===== src/rtl/game_ctrl.sv =====
// ---------------------------------------------------------------------------
// game_ctrl -- game state controller for the runner game.
//
// Tracks the game through IDLE / RUN / OVER. While running it detects
// dinosaur/obstacle overlap inside the visible 640x480 area, counts frames
// into a score, and raises the obstacle scroll speed as the score grows.
//
// Ports
//   clk          in   system clock, all state changes on its rising edge
//   RESET        in   synchronous active-low reset
//   row_addr     in   [8:0] current scan row
//   col_addr     in   [9:0] current scan column
//   fresh        in   frame strobe, falling edge = end of frame
//   dino_px      in   dinosaur sprite pixel at the scan position
//   cactus_px    in   obstacle sprite pixel at the scan position
//   start        in   player button (level, rising edge used)
//   game_status  out  1 while running
//   game_over    out  1 while in OVER
//   speed        out  [3:0] obstacle scroll step per frame
//   score        out  [13:0] frames-survived score, 0..9999
// ---------------------------------------------------------------------------
module game_ctrl #(
  parameter logic [3:0] SPEED_INIT = 4'd2,
  parameter logic [3:0] SPEED_MAX  = 4'd12,
  parameter int         SCORE_DIV  = 6,
  parameter int         SPEED_STEP = 100
) (
  input  logic        clk,
  input  logic        RESET,
  input  logic [8:0]  row_addr,
  input  logic [9:0]  col_addr,
  input  logic        fresh,
  input  logic        dino_px,
  input  logic        cactus_px,
  input  logic        start,
  output logic        game_status,
  output logic        game_over,
  output logic [3:0]  speed,
  output logic [13:0] score
);

  localparam logic [7:0]  FRAME_LAST = 8'(SCORE_DIV - 1);
  localparam logic [7:0]  STEP_LAST  = 8'(SPEED_STEP - 1);
  localparam logic [13:0] SCORE_MAX  = 14'd9999;

  typedef enum logic [1:0] {
    IDLE = 2'd0,
    RUN  = 2'd1,
    OVER = 2'd2
  } state_t;

  state_t      state;
  logic        fresh_q;
  logic        start_q;
  logic        hit;
  logic [7:0]  frame_cnt;
  // Counts score points since the last speed step, so that "score is a
  // multiple of SPEED_STEP" needs no divider.
  logic [7:0]  step_cnt;

  logic        fall_ev;
  logic        start_ev;
  logic        hit_now;

  // Edge events and visible-area overlap detection.
  always_comb begin
    fall_ev  = fresh_q & ~fresh;
    start_ev = start & ~start_q;
    hit_now  = dino_px & cactus_px & (row_addr < 9'd480) & (col_addr < 10'd640);
  end

  // Game FSM with registered outputs, score and speed counters.
  always_ff @(posedge clk) begin
    if (!RESET) begin
      state       <= IDLE;
      game_status <= 1'b0;
      game_over   <= 1'b0;
      speed       <= SPEED_INIT;
      score       <= 14'd0;
      frame_cnt   <= 8'd0;
      step_cnt    <= 8'd0;
      hit         <= 1'b0;
      // Held high so a button held through reset gives no start edge.
      fresh_q     <= 1'b1;
      start_q     <= 1'b1;
    end else begin
      fresh_q <= fresh;
      start_q <= start;
      case (state)
        IDLE, OVER: begin
          // A start edge wins over a simultaneous frame edge; end of frame
          // is otherwise ignored outside RUN.
          if (start_ev) begin
            state       <= RUN;
            game_status <= 1'b1;
            game_over   <= 1'b0;
            speed       <= SPEED_INIT;
            score       <= 14'd0;
            frame_cnt   <= 8'd0;
            step_cnt    <= 8'd0;
            hit         <= 1'b0;
          end
        end
        RUN: begin
          if (fall_ev) begin
            hit <= 1'b0;
            // A hit latched earlier in the frame, or one on this very cycle,
            // ends the game with score and speed frozen.
            if (hit || hit_now) begin
              state       <= OVER;
              game_status <= 1'b0;
              game_over   <= 1'b1;
            end else if (frame_cnt == FRAME_LAST) begin
              frame_cnt <= 8'd0;
              if (score != SCORE_MAX) begin
                score <= score + 14'd1;
                if (step_cnt == STEP_LAST) begin
                  step_cnt <= 8'd0;
                  if (speed < SPEED_MAX) begin
                    speed <= speed + 4'd1;
                  end
                end else begin
                  step_cnt <= step_cnt + 8'd1;
                end
              end
            end else begin
              frame_cnt <= frame_cnt + 8'd1;
            end
          end else if (hit_now) begin
            hit <= 1'b1;
          end
        end
        default: begin
          state       <= IDLE;
          game_status <= 1'b0;
          game_over   <= 1'b0;
        end
      endcase
    end
  end

endmodule


===== config.mk =====
export PLATFORM = sky130hd
export DESIGN_NAME = game_ctrl
export DESIGN_NICKNAME = d
export VERILOG_FILES = /design/src/rtl/game_ctrl.sv
export SDC_FILE = /design/constraint.sdc
export NUM_CORES = 1
export LEC_CHECK = 0
export CAP_MARGIN = 20
export CORE_UTILIZATION = 48
export DETAILED_ROUTE_END_ITERATION = 12
export GPL_TIMING_DRIVEN = 0
export PLACE_DENSITY = 0.76
export SLEW_MARGIN = 15
export SYNTH_ARGS = -nofsm -noshare
export SYNTH_HDL_FRONTEND = slang
export SYNTH_SLANG_ARGS = --single-unit

===== constraint.sdc =====
create_clock -name clk -period 2.96 [get_ports clk]
set_input_delay 0.592 -clock clk [delete_from_list [all_inputs] [get_ports clk]]
set_output_delay 0.592 -clock clk [all_outputs]
set_load 0.01 [all_outputs]

==> results of run 1 <==
repair_timing:
item	in CTS	in global routing
buffers inserted	0	0
setup endpoints to repair	0	1
resized for setup	0	1
power by group through the flow:
stage	Clock (mW)	Sequential (mW)	Combinational, mW
2_1_floorplan	0	0.559	0.0597
3_3_place_gp	0	0.559	0.105
3_5_place_dp	0	0.559	0.104
4_1_cts	0.498	0.547	0.105
5_1_grt	0.517	0.547	0.117
6_report	0.490	0.547	0.108
worst min-delay path: stages (launching register included):
cell and delay, ns:
dfxtp_1 0.31, nand2_1 0.05, a21oi_1 0.05
synth_stat cells, types with 5 or more instances:
master,count
nor2_1,20
nand2_1,15
clkbuf_1,11
a21oi_1,7
nand3_1,17
a31oi_1,11
ha_1,5
o21ai_0,15
o31ai_1,5
nand4_1,12
mux2i_1,6
o311ai_0,10
nand2b_1,8
nor2b_1,5
or3_1,5
and3_1,13
dfxtp_1,40
layer usage:
metal,vias to the layer above,GRT usage [%]
met1,1043,33.1
met5,-,0
li1,1096,-
met3,16,4.36
met2,110,39.2
met4,0,8.62
cells by family (layout without fill, tap and decap cells):
| family | after synthesis | after routing | share of synthesized area (%) |
|---|---|---|---|
| AOI/OAI and AO/OA | 74 | 74 | 24.5 |
| adders and majority gates | 5 | 5 | 2.87 |
| buffers and inverters | 17 | 57 | 2.93 |
| DFF | 40 | 40 | 36.8 |
| muxes | 6 | 6 | 2.76 |
| and+or+nand+nor | 116 | 116 | 30.2 |
cell type report:
cell class | count | area [um2]
Fill cell | 386 | 1660
Multi-Input combinational cell | 201 | 1320
Sequential cell | 40 | 801
Timing Repair Buffer | 32 | 320
Clock buffer | 7 | 96.3
Tap cell | 52 | 65.1
Buffer | 12 | 45.0
Clock inverter | 1 | 30.0
Inverter | 5 | 18.8
how the worst max path moves through the flow:
stage                     start           to  slack (ns)
detailed placement        start     score[9]       -0.04
floorplan              score[0]  step_cnt[3]        0.80
CTS                       start     score[9]        0.26
finish              col_addr[8]     speed[2]        0.25
global placement          start     score[9]       -0.02
global route        col_addr[9]     speed[2]        0.17
flip-flops by register name (all words and copies together), names as in the netlist:
| register | cells |
|---|---|
| score | 14 |
| hit | 1 |
| frame_cnt | 8 |
| game_over | 1 |
| state | 1 |
| step_cnt | 8 |
| game_status | 1 |
| fresh_q | 1 |
| start_q | 1 |
| speed | 4 |
through the flow:
stage | power, mW | area (um2) | setup WS [ns] | setup TNS [ns] | hold slack [ns]
after floorplan | 0.619 | 2180 | 0.795 | 0 | 0.446
final | 1.14 | 2700 | 0.247 | 0 | 0.460
after global placement | 0.664 | 2560 | -0.0228 | -0.0528 | 0.447
after detailed placement | 0.664 | 2560 | -0.0357 | -0.129 | 0.448
after CTS | 1.15 | 2690 | 0.256 | 0 | 0.459
after global routing | 1.18 | 2700 | 0.174 | 0 | 0.494
==> metrics.txt, run 1 <==
Clock Power Share=42.8%; global-route wire length before repair=9700 um; met3 wire len=413 um; initial antenna violation count=0; Worst Skew=0.00958 ns; number of flops mapped to enable cells by yosys=0; critical path class=in2reg; Worst-Skew Late Latency=0.29 ns; Worst Hold End=game_status; CTS Buf Count=5; Peak VDD IR=0.000304 V; post-route ant nets=0; Post-synth ARST share=0%; clk root buf=clkbuf_8; chip height=69.4 um; syn_nets=288; final hold viol count=0; DR WL met2=2670 um; Die Footprint=4810 um2; crit share post-route=91.7%; worst hold stages=2; Synth Register Bits=40; most frequent cells in the layout=dfxtp_1 (40), clkdlybuf4s50_1 (32), nor2_1 (20), nand3_1 (17); Hold Crit Start=game_status; Vias/cell=6.47; Comb power frac=9.4%; RSZ-0062 raised after global routing=false; Residual DRC=0; synthesized area=2180 um2; Worst setup SP type=input port; Placer Congestion=0.867; WP depth=7; Largest stage delay, worst path=0.45 ns; cells on worst reg2reg path=7; Slew Viols, Final=0; Core Region=4350 um2; TritonCTS clock tree=yes; layout cell share with drive strength beyond 1=8.39%; Slew @ Worst Pin=0.769 ns; Hold Crit Class=reg2reg; fin cells=350; Global Route Usage Sum=24.5%; row count=24; YS warnings=0; DRT iter0 DRCs=359; Pleak=0.912 nW; Antenna Cells=0; worst path cell trace=clkdlybuf4s50_1 > o21ai_0 > a41o_1 > a21oi_1 > clkbuf_1 > nand4_1 > a32o_1; Buffers & Inverters on Critical Path=2; Max FO, Critical Path=10; First-pass DRT Iterations=8; part of the power in registers=47.8%; max_cap viols=0; wire per inst=16.4 um; Worst Path Required=3.14 ns; Layout Nets=327; Synth top area share=36.8%; min Tclk post-route=2.71 ns; Hold Buf Count CTS=0; final count of negative-setup-slack endpoints=0; Yosys top cell by area=dfxtp_1; Synth area leaders=dfxtp_1 (37%), o311ai_0 (4.0%), nand3_1 (3.9%); Worst EP arrival=2.89 ns; Layout area overhead=23.8%; headroom to the max-slew limit=48.4%; Seq/Total Area, Yosys=36.8%; switching share of power=23.1%; largest net degree at the start of global routing=13; RR Startpoint=score[0]; Sw Pwr=264 uW; Internal Dissipation=881 uW; GRT overflow=0; CTS Buffer Depth=2; Clock Pin Slew Worst Setup and Hold Paths=0.07 ns; Top delay family on crit path=compound AO/OA/AOI/OAI gates; CTS Sinks=40; Synth Flop Type=dfxtp_1; distinct cell type count after synthesis=52; DR top layer=met4; I/O pin count=45; synthesized instance count=258; number of global-route vias before repair=2028; DR vias=2265; RR Endpoint=score[9]; R2R Setup Slk=0.48 ns; Cells after DPL=342; H-tree depth=2; status=completed; DP HPWL=3980 um; post-layout util=61.9%; endpoint class of the critical path=register; routed wire length=5750 um; die width=69.4 um; Peak Freq=0.369 GHz; DRT met1 WL=2530 um; I/O Buffers=32; slowest CP cell=clkdlybuf4s50_1; syn_area_per_cell=8.44 um2; most common cell after layout, fill and taps aside=dfxtp_1; P per Cell Area=425 nW/um2; Initial Utilization=50.0%
Note: power is estimated with default switching activity, not from simulation.
==> run 2: changes to the inputs <==
==> constraint.sdc (replaced) <==
create_clock -name clk -period 2.96 [get_ports clk]
set_input_delay 0.592 -clock clk [delete_from_list [all_inputs] [get_ports clk]]
set_output_delay 0.592 -clock clk [all_outputs]
set_load 0.05 [all_outputs]
==> results of run 2 <==
The final DEF is identical to that of run 1. Status: completed.
Main changes from that run: total power 1.14 mW -> 1.15 mW
==> run 3: changes to the inputs <==
--- a/config.mk
+++ b/config.mk
@@ -9,6 +9,7 @@
 export CORE_UTILIZATION = 48
 export DETAILED_ROUTE_END_ITERATION = 12
 export GPL_TIMING_DRIVEN = 0
+export MAX_ROUTING_LAYER = met4
 export PLACE_DENSITY = 0.76
 export SLEW_MARGIN = 15
 export SYNTH_ARGS = -nofsm -noshare
==> constraint.sdc (replaced) <==
create_clock -name clk -period 2.6 [get_ports clk]
set_input_delay 0.52 -clock clk [delete_from_list [all_inputs] [get_ports clk]]
set_output_delay 0.52 -clock clk [all_outputs]
set_load 0.05 [all_outputs]
==> run 3 against run 2 <==
Against the previous run: via count increased by 0.22%; count of clock-buffer cells in the layout did not move; final cell count unchanged; total power grew 15%; die area stayed put; sequential cell count unchanged; wire length is 0.66% higher; global-route usage grew 0.76 points; first-iteration DRC count decreased by 6.4%; highest routed layer unchanged.
==> metrics.txt, run 3 (synthesis results as in run 1) <==
worst hold stages=2 (unchanged); chip height=69.4 um (unchanged); final hold viol count=0 (unchanged); slowest CP cell=o311ai_0 (was clkdlybuf4s50_1); wire per inst=16.5 um (was 16.4 um); Worst-Skew Late Latency=0.30 ns (was 0.29 ns); Fill cells=389 (was 386); DRT iter0 DRCs=336 (was 359); I/O Buffers=32 (unchanged); die width=69.4 um (unchanged); Buffers & Inverters on Critical Path=2 (unchanged); crit share post-route=95.6%; Core Region=4350 um2 (unchanged); max reg flops=14 (unchanged); Antenna Cells=0 (unchanged); routed wire length=5790 um (was 5750 um); Worst Skew=0.00925 ns (was 0.00958 ns); most common cell after layout, fill and taps aside=dfxtp_1 (unchanged); DP HPWL=3980 um (unchanged); GRT overflow=0 (unchanged); DR vias=2270 (was 2265); min Tclk post-route=2.49 ns; number of global-route vias before repair=2026 (was 2028); WP depth=8 (was 7); worst path cell trace=ha_1 > and3_1 > and4_1 > clkbuf_1 > o31a_2 > clkbuf_1 > o311ai_0 > o31ai_1 (was clkdlybuf4s50_1 > o21ai_0 > a41o_1 > a21oi_1 > clkbuf_1 > nand4_1 > a32o_1); post-route ant nets=0 (unchanged); max_cap viols=0 (unchanged); cells on worst reg2reg path=8 (was 7); CTS Buf Count=5 (unchanged); Slew @ Worst Pin=0.685 ns (was 0.769 ns); Layout Nets=327 (unchanged); final setup margin=0.115 ns (was 0.247 ns); P per Cell Area=488 nW/um2 (was 427 nW/um2); Worst Path Required=2.77 ns (was 3.14 ns); final count of negative-setup-slack endpoints=0 (unchanged); clk root buf=clkbuf_8 (unchanged); status=completed (unchanged); setup TNS=0 ns (unchanged); Slew Viols, Final=0 (unchanged); CTS Sinks=40 (unchanged); Hold Crit Class=reg2reg (unchanged); TritonCTS clock tree=yes (unchanged); Layout area overhead=24.1% (was 23.8%); First-pass DRT Iterations=5 (was 8); Max FO, Critical Path=10 (unchanged); Peak Freq=0.402 GHz; dpl ws=-0.324 ns (was -0.0357 ns); Largest stage delay, worst path=0.44 ns (was 0.45 ns); Global Route Usage Sum=25.3% (was 24.5%); Pleak=0.921 nW (was 0.912 nW); Worst setup SP type=register (was input port); I/O pin count=45 (unchanged); Hold Buf Count CTS=0 (unchanged); CTS Buffer Depth=2 (unchanged); most frequent CP cell=clkbuf_1; Clock Pin Slew Worst Setup and Hold Paths=0.09 ns (was 0.07 ns); smallest hold slack=0.459 ns (was 0.460 ns); Biggest register=score (unchanged); global-route wire length before repair=9740 um (was 9700 um); Die Footprint=4810 um2 (unchanged); Top delay family on crit path=compound AO/OA/AOI/OAI gates (unchanged); layout cell share with drive strength beyond 1=9.40% (was 8.39%); Worst EP arrival=2.66 ns (was 2.89 ns); RSZ-0062 raised after global routing=true (was false); overall power=1.32 mW (was 1.15 mW); post-layout util=62.1% (was 61.9%); Placer Congestion=0.881 (was 0.867); row count=24 (unchanged); biggest regs=score (14), frame_cnt (8), step_cnt (8) (unchanged); Peak VDD IR=0.000357 V (was 0.000304 V); H-tree depth=2 (unchanged); Initial Utilization=50.0% (unchanged); headroom to the max-slew limit=54.2% (was 48.4%); largest net degree at the start of global routing=13 (unchanged); Residual DRC=0 (unchanged); most frequent cells in the layout=dfxtp_1 (40), clkdlybuf4s50_1 (32), nor2_1 (20), nand3_1 (17) (unchanged); Vias/cell=6.49 (was 6.47); endpoint class of the critical path=register (unchanged); initial antenna violation count=0 (unchanged); critical path class=reg2reg (was in2reg)
## run 3: worst paths after layout
| check | from | end | slack (ns) |
|---|---|---|---|
| setup / recovery | score[0] | step_cnt[7] | 0.11 |
| hold / removal | game_status | game_status | 0.46 |
| setup reg to reg | score[0] | step_cnt[7] | 0.11 |
| hold reg to reg | game_status | game_status | 0.46 |
## run 3: power breakdown
group / leakage (nW) / internal [mW] / total (mW) / switching, mW
logic: 0.534 / 0.0472 / 0.132 / 0.0852
clock network: 0.0645 / 0.339 / 0.564 / 0.225
registers: 0.323 / 0.617 / 0.622 / 0.00510
total: 0.921 / 1.00 / 1.32 / 0.316
## run 3: area by class of cell
type	instances	area (um2)	share of cell area [%]
multi-input combinational	201	1320	49.0
sequential	40	801	29.6
timing repair buffer	32	320	11.9
clock buffer	7	96.3	3.56
tap	52	65.1	2.41
buffer	12	47.5	1.76
clock inverter	1	30.0	1.11
inverter	5	18.8	0.694
## run 3: repair_timing
action,4_1_cts,5_1_grt
cloned,0,0
buffers inserted,0,0
resized for setup,1,10
setup endpoints to repair,4,21
## run 3: routing by layer
| metal | GRT usage, % | routed length, um | vias up |
|---|---|---|---|
| met3 | 4.80 | 348 | 12 |
| li1 | - | - | 1091 |
| met1 | 33.1 | 2620 | 1075 |
| met2 | 38.9 | 2720 | 92 |
| met4 | 8.84 | 91 | 0 |
| met5 | - | 0 | - |
## run 3: tightest hold or removal path, stage by stage, from the launching register on
cell     delay, ns
dfxtp_1       0.31
nand2_1       0.05
a21oi_1       0.05
## run 3: through the flow
step | area [um2] | cells
final | 2700 | 350
after global routing | 2700 | 350
after CTS | 2690 | 350
after detailed placement | 2560 | 342
after global placement | 2560 | 342
after floorplan | 2180 | 258
